$ cat config.mk
export PLATFORM = sky130hd
export DESIGN_NAME = xf_sweep_ctrl
export DESIGN_NICKNAME = d
export VERILOG_FILES = /design/src/rtl/xf_sweep_ctrl_pkg.sv /design/src/rtl/xf_dwell_timer.sv /design/src/rtl/xf_sweep_ctrl.sv
export SDC_FILE = /design/constraint.sdc
export NUM_CORES = 1
export LEC_CHECK = 0
export CAP_MARGIN = 20
export CORE_UTILIZATION = 55
export DETAILED_ROUTE_END_ITERATION = 10
export HOLD_SLACK_MARGIN = 0.03
export PLACE_DENSITY = 0.73
export SYNTH_ARGS = -nofsm -noshare
export SYNTH_HDL_FRONTEND = slang
export SYNTH_SLANG_ARGS = --single-unit
export TNS_END_PERCENT = 100
$ cat constraint.sdc
create_clock -name clk -period 12.85 [get_ports clk]
set_clock_uncertainty 0.2 [all_clocks]
set_input_delay 2.57 -clock clk [delete_from_list [all_inputs] [get_ports clk]]
set_output_delay 2.57 -clock clk [all_outputs]
set_load 0.01 [all_outputs]
$ cat src/rtl/xf_sweep_ctrl_pkg.sv
// Shared definitions for the Xf sweep sequencer: state encoding and default widths/reset value.
package xf_sweep_ctrl_pkg;

  localparam int unsigned W_DEF    = 16;
  localparam int unsigned DW_DEF   = 16;
  localparam int unsigned XRST_DEF = 49;

  typedef enum logic [1:0] {
    ST_IDLE = 2'd0,
    ST_UP   = 2'd1,
    ST_DOWN = 2'd2
  } state_e;

endpackage

$ cat src/rtl/xf_dwell_timer.sv
// Dwell timer: counts ce1ms ticks and flags the tick on which a sweep step is due.
// Ports:
//   clk, rst   clock, async active-high reset
//   ce_i       1 ms tick
//   clr_i      hold counter at zero (used while the sequencer is idle)
//   dwell_i    ticks per step; 0 behaves as 1
//   due_c_o    combinational: this ce_i completes a dwell period
module xf_dwell_timer #(
  parameter int unsigned DW = 16
) (
  input  logic          clk,
  input  logic          rst,
  input  logic          ce_i,
  input  logic          clr_i,
  input  logic [DW-1:0] dwell_i,
  output logic          due_c_o
);

  logic [DW-1:0] cnt_q, cnt_d;
  logic [DW-1:0] last_c;

  // Terminal count is max(dwell,1)-1, so dwell 0 and 1 both step every tick.
  always_comb begin
    last_c = '0;
    if (dwell_i != '0) begin
      last_c = dwell_i - DW'(1);
    end
  end

  assign due_c_o = ce_i && (cnt_q == last_c);

  always_comb begin
    cnt_d = cnt_q;
    if (clr_i) begin
      cnt_d = '0;
    end else if (ce_i) begin
      cnt_d = due_c_o ? '0 : cnt_q + DW'(1);
    end
  end

  always_ff @(posedge clk or posedge rst) begin
    if (rst) begin
      cnt_q <= '0;
    end else begin
      cnt_q <= cnt_d;
    end
  end

endmodule

$ cat src/rtl/xf_sweep_ctrl.sv
// Xf sweep sequencer: steps the tone generator frequency word between latched
// bounds on 1 ms ticks, as a single ramp or a continuous triangle.
// Ports:
//   clk, rst            clock, async active-high reset
//   ce1ms_i             one-clk tick every 1 ms
//   start_i, stop_i     level controls; stop wins over start and over a due step
//   tri_i, dir_up_i     triangle mode, initial direction (latched/used at start)
//   xmin_i, xmax_i      bounds; xstep_i increment; dwell_i ms ticks per step
//   xf_o                frequency word; xf_stb_o pulses with every xf_o change
//   busy_o              sweep running; done_o single ramp finished; err_o start rejected
module xf_sweep_ctrl
  import xf_sweep_ctrl_pkg::*;
#(
  parameter int unsigned W    = W_DEF,
  parameter int unsigned DW   = DW_DEF,
  parameter int unsigned XRST = XRST_DEF
) (
  input  logic          clk,
  input  logic          rst,
  input  logic          ce1ms_i,
  input  logic          start_i,
  input  logic          stop_i,
  input  logic          tri_i,
  input  logic          dir_up_i,
  input  logic [W-1:0]  xmin_i,
  input  logic [W-1:0]  xmax_i,
  input  logic [W-1:0]  xstep_i,
  input  logic [DW-1:0] dwell_i,
  output logic [W-1:0]  xf_o,
  output logic          xf_stb_o,
  output logic          busy_o,
  output logic          done_o,
  output logic          err_o
);

  state_e        state_q, state_d;
  logic [W-1:0]  xf_q, xf_d;
  logic          xf_stb_q, xf_stb_d;
  logic          busy_q, busy_d;
  logic          done_q, done_d;
  logic          err_q, err_d;

  logic [W-1:0]  xmin_q, xmin_d;
  logic [W-1:0]  xmax_q, xmax_d;
  logic [W-1:0]  xstep_q, xstep_d;
  logic [DW-1:0] dwell_q, dwell_d;
  logic          tri_q, tri_d;

  logic          due_c;
  logic          timer_clr_c;
  logic [W:0]    sum_c, diff_c;
  logic [W-1:0]  up_next_c, down_next_c;

  xf_dwell_timer #(.DW(DW)) u_timer (
    .clk     (clk),
    .rst     (rst),
    .ce_i    (ce1ms_i),
    .clr_i   (timer_clr_c),
    .dwell_i (dwell_q),
    .due_c_o (due_c)
  );

  // Clamped step candidates, one bit wider so overflow/borrow is visible.
  // At a bound they double as the reversal value: at Xmax, Xf-Xstep is
  // Xmax-Xstep, and at Xmin, Xf+Xstep is Xmin+Xstep.
  always_comb begin
    sum_c       = {1'b0, xf_q} + {1'b0, xstep_q};
    diff_c      = {1'b0, xf_q} - {1'b0, xstep_q};
    up_next_c   = (sum_c > {1'b0, xmax_q}) ? xmax_q : sum_c[W-1:0];
    down_next_c = (diff_c[W] || (diff_c[W-1:0] < xmin_q)) ? xmin_q : diff_c[W-1:0];
  end

  // Next-state and output decode.
  always_comb begin
    state_d     = state_q;
    xf_d        = xf_q;
    xf_stb_d    = 1'b0;
    done_d      = 1'b0;
    err_d       = 1'b0;
    xmin_d      = xmin_q;
    xmax_d      = xmax_q;
    xstep_d     = xstep_q;
    dwell_d     = dwell_q;
    tri_d       = tri_q;
    timer_clr_c = 1'b0;

    unique case (state_q)
      ST_IDLE: begin
        timer_clr_c = 1'b1;
        if (start_i && !stop_i) begin
          if ((xmin_i > xmax_i) || (xstep_i == '0)) begin
            err_d = 1'b1;
          end else begin
            xmin_d   = xmin_i;
            xmax_d   = xmax_i;
            xstep_d  = xstep_i;
            dwell_d  = dwell_i;
            tri_d    = tri_i;
            xf_stb_d = 1'b1;
            if (dir_up_i) begin
              state_d = ST_UP;
              xf_d    = xmin_i;
            end else begin
              state_d = ST_DOWN;
              xf_d    = xmax_i;
            end
          end
        end
      end

      ST_UP: begin
        if (stop_i) begin
          state_d = ST_IDLE;
        end else if (due_c) begin
          if (xf_q == xmax_q) begin
            if (!tri_q) begin
              state_d = ST_IDLE;
              done_d  = 1'b1;
            end else begin
              state_d  = ST_DOWN;
              xf_d     = down_next_c;
              xf_stb_d = (down_next_c != xf_q);
            end
          end else begin
            xf_d     = up_next_c;
            xf_stb_d = (up_next_c != xf_q);
          end
        end
      end

      ST_DOWN: begin
        if (stop_i) begin
          state_d = ST_IDLE;
        end else if (due_c) begin
          if (xf_q == xmin_q) begin
            if (!tri_q) begin
              state_d = ST_IDLE;
              done_d  = 1'b1;
            end else begin
              state_d  = ST_UP;
              xf_d     = up_next_c;
              xf_stb_d = (up_next_c != xf_q);
            end
          end else begin
            xf_d     = down_next_c;
            xf_stb_d = (down_next_c != xf_q);
          end
        end
      end

      default: begin
        state_d = ST_IDLE;
      end
    endcase

    busy_d = (state_d != ST_IDLE);
  end

  always_ff @(posedge clk or posedge rst) begin
    if (rst) begin
      state_q  <= ST_IDLE;
      xf_q     <= W'(XRST);
      xf_stb_q <= 1'b0;
      busy_q   <= 1'b0;
      done_q   <= 1'b0;
      err_q    <= 1'b0;
      xmin_q   <= '0;
      xmax_q   <= '0;
      xstep_q  <= '0;
      dwell_q  <= '0;
      tri_q    <= 1'b0;
    end else begin
      state_q  <= state_d;
      xf_q     <= xf_d;
      xf_stb_q <= xf_stb_d;
      busy_q   <= busy_d;
      done_q   <= done_d;
      err_q    <= err_d;
      xmin_q   <= xmin_d;
      xmax_q   <= xmax_d;
      xstep_q  <= xstep_d;
      dwell_q  <= dwell_d;
      tri_q    <= tri_d;
    end
  end

  assign xf_o     = xf_q;
  assign xf_stb_o = xf_stb_q;
  assign busy_o   = busy_q;
  assign done_o   = done_q;
  assign err_o    = err_q;

endmodule

==> flow_metrics.tcl <==
set metrics [dict create \
    drc 0 \
    start_util_pct 56.6 \
    post_drt_wl_per_cell_um 19.9 \
    syn-cell-area_um2 9860 \
    synth_edf_count 0 \
    synthArstFlopShare_pct 100 \
    critPathCaptureType "flop" \
    yosys.area_share.simple_pct 17.7 \
    dieArea_um2 18500 \
    finalSetupViolations 0 \
    insertion_delay_ps 380 \
    antenna_left 0 \
    status "finished, final reports clean" \
    cts_hold_buf 0 \
    synth_flop_cell "dfrtp_1" \
    path_cells "inv_1 > fa_1 > or2_2 > a211oi_1 > nor4b_1 > nor4_1 > ha_1 > a211oi_1 > nor2_1 > a2111o_1 > a2111oi_0 > o22a_1 > nand3_1 > nor4_1 > o211ai_1 > o311ai_0 > o221ai_1" \
    core-area_um2 17400 \
    slowest_delay_ps 750 \
    num_rows 48 \
    slew_violations 0 \
    rrSetupSlack_ps 5950 \
    post-cts-setup-buffers 0 \
    post-route-min-period_ps 6900 \
    dr.pass1.iters 6 \
    hold_viol 0 \
    synth_xor_area_share_pct 7.93 \
    synthAdderAreaFrac_pct 11.2 \
    cts_num_sinks 103 \
    yosysWarnings 0 \
    cp_data_arrival_time_ps 6910 \
    synth_nets 1320 \
    synth_compound_area_share_pct 18.5 \
    cts.path.max_buffers 2 \
    ioPinCount 91 \
    synthCells 1162 \
    gp_congestion 0.964 \
    cts_buffers 9 \
    synthToLayoutAreaGrowth_pct 13.3 \
    critPathKind "reg2reg" \
    slew_headroom_pct 32.5 \
    port_buffers 90 \
    drv_cap 0 \
    die-width_um 136 \
    grt_usage_pct 32.0 \
    htreeDepth 3 \
    root_buffer "clkbuf_16" \
    min_path_type "reg2reg" \
    period_share_pct 53.7 \
    viasPerCell 6.31 \
    post_synth_num_cell_types 76 \
    worst_pin_slew_ps 1010 \
    num_vias 9073 \
    grt_max_degree 68 \
    grt_pass1_wl_um 45000 \
    antenna_found_initial 0 \
    slowest_stage "o22a_1" \
    hpwlAfterDp_um 22100 \
    routed_wl_um 28700 \
    die_h_um 136 \
    layout-drive-gt1-share_pct 8.32 \
    synth_top_family_by_area "compound AO/OA/AOI/OAI gates" \
    overflow 0 \
    cp.required_ps 12860 \
    first_global_vias 8251 \
    antenna_cells 0 \
    ys_seq_area_share_pct 26.2 \
    muxShareOfSynthArea_pct 12.2 \
    cts_tree "yes" \
    ys_seq_elements 103 \
    syn_avg_cell_area_um2 8.48 \
    max_freq_mhz 145 \
    rsz0062_at_grt "false" \
    ctsResizeCount 0 \
    worstPathMaxFanout 20 \
    clk_pin_slew_ps 80 \
    cp-start-kind "flop" \
    nets 1368 \
    drt_iter0_drc 1006 \
    finalSetupTns_ps 0 \
]
-- metrics by stage --
step	setup slack, ps	util [%]	std cells	area, um2	hold slack, ps
global route	5580	64.1	1439	11200	363
CTS	5990	63.9	1437	11100	343
floorplan	7170	-	1162	9860	306
global placement	5950	62.3	1422	10800	324
detailed placement	5930	62.3	1422	10800	326
finish	5950	64.1	1439	11200	343
-- sequential cells by signal, summed over array words and instances (netlist names), 2 cells and up --
register	count
dwell_q	16
state_q	2
u_timer.cnt_q	16
xf_o	16
xmax_q	16
xmin_q	16
xstep_q	16
-- worst max-delay path, delay by kind of cell (launching register included) --
kind,cells,cell delay (ps)
buffers and inverters,1,190
and+or+nand+nor,6,1660
DFF,1,620
adders and majority gates,2,870
AOI/OAI and AO/OA,8,3170
-- routing by layer --
| metal | global-route usage [%] | up-vias | part of all wire, % |
|---|---|---|---|
| met5 | 0 | - | 0 |
| met4 | 8.64 | 0 | 2.2 |
| met3 | 7.08 | 46 | 9.5 |
| met2 | 47.3 | 423 | 43 |
| met1 | 46.8 | 4305 | 45 |
| li1 | - | 4299 | - |
-- worst paths after layout --
path	start	to	depth (start not counted)
max in group asynchronous	rst	xmax_q[7]$_DFFE_PP0P_	3
worst min-delay path	xstep_q[8]$_DFFE_PP0P_	xstep_q[8]$_DFFE_PP0P_	1
worst min register to register	xstep_q[8]$_DFFE_PP0P_	xstep_q[8]$_DFFE_PP0P_	1
min in group asynchronous	rst	xstep_q[4]$_DFFE_PP0P_	2
worst max-delay path	xf_o[1]$_DFFE_PP0P_	xf_stb_o$_DFF_PP0_	17
worst max register to register	xf_o[1]$_DFFE_PP0P_	xf_stb_o$_DFF_PP0_	17
-- synthesized netlist by cell type, types with 4 or more instances --
master	number	area, um2
inv_1	103	387
dfrtp_1	100	2500
nor2_1	87	327
ha_1	85	1060
o21ai_0	79	395
nand2_1	68	255
mux2_2	57	642
mux2i_1	55	551
a21oi_1	51	255
clkbuf_1	51	191
xnor2_1	45	394
xor2_1	39	342
nor3_1	28	140
nand3_1	24	120
nand2b_1	19	119
nor4_1	19	119
nand4_1	18	113
a211oi_1	16	120
nor2b_1	16	100
o211ai_1	11	82.6
and3_1	10	62.6
o221ai_1	10	87.6
o22ai_1	9	56.3
o2111ai_1	8	70.1
o31ai_1	8	60.1
or2_2	8	50.1
a21o_1	7	52.6
and2_1	7	43.8
or3_1	7	43.8
a211o_1	6	52.6
o32ai_1	6	52.6
or4_1	6	45.0
a31oi_1	5	31.3
nor4b_1	5	43.8
o41ai_1	5	43.8
buf_1	4	15.0
o21a_1	4	30.0
o311ai_0	4	35.0
-- placed cells by master, fill, tap and decap left out, types with 11 or more instances in the layout --
cell	instances
nand3_1	24
clkdlybuf4s50_1	90
nor2b_1	16
nor2_1	87
xor2_1	39
o21ai_0	79
nand4_1	18
xnor2_1	45
inv_1	102
a211oi_1	16
a21oi_1	51
dfrtp_1	100
nor3_1	28
nand2_1	67
o211ai_1	11
nor4_1	19
mux2i_1	55
ha_1	85
mux2_2	57
nand2b_1	19
-- logic make-up after synthesis --
kind of cell | after synthesis
simple gates | 340
buf+inv | 162
flops | 103
fa+ha+maj | 87
compound gates | 271
xor+xnor | 86
mux | 113
-- cell type report --
type,count,area (um2)
multi-input combinational,897,6670
fill,1531,6240
sequential,103,2580
timing repair buffer,96,973
inverter,103,389
tap,225,282
clock buffer,9,225
clock inverter,6,55.1
Power is left out: the tool's default activity adds up to more than one toggle a clock period on the data nets, which glitch-free logic cannot reach.
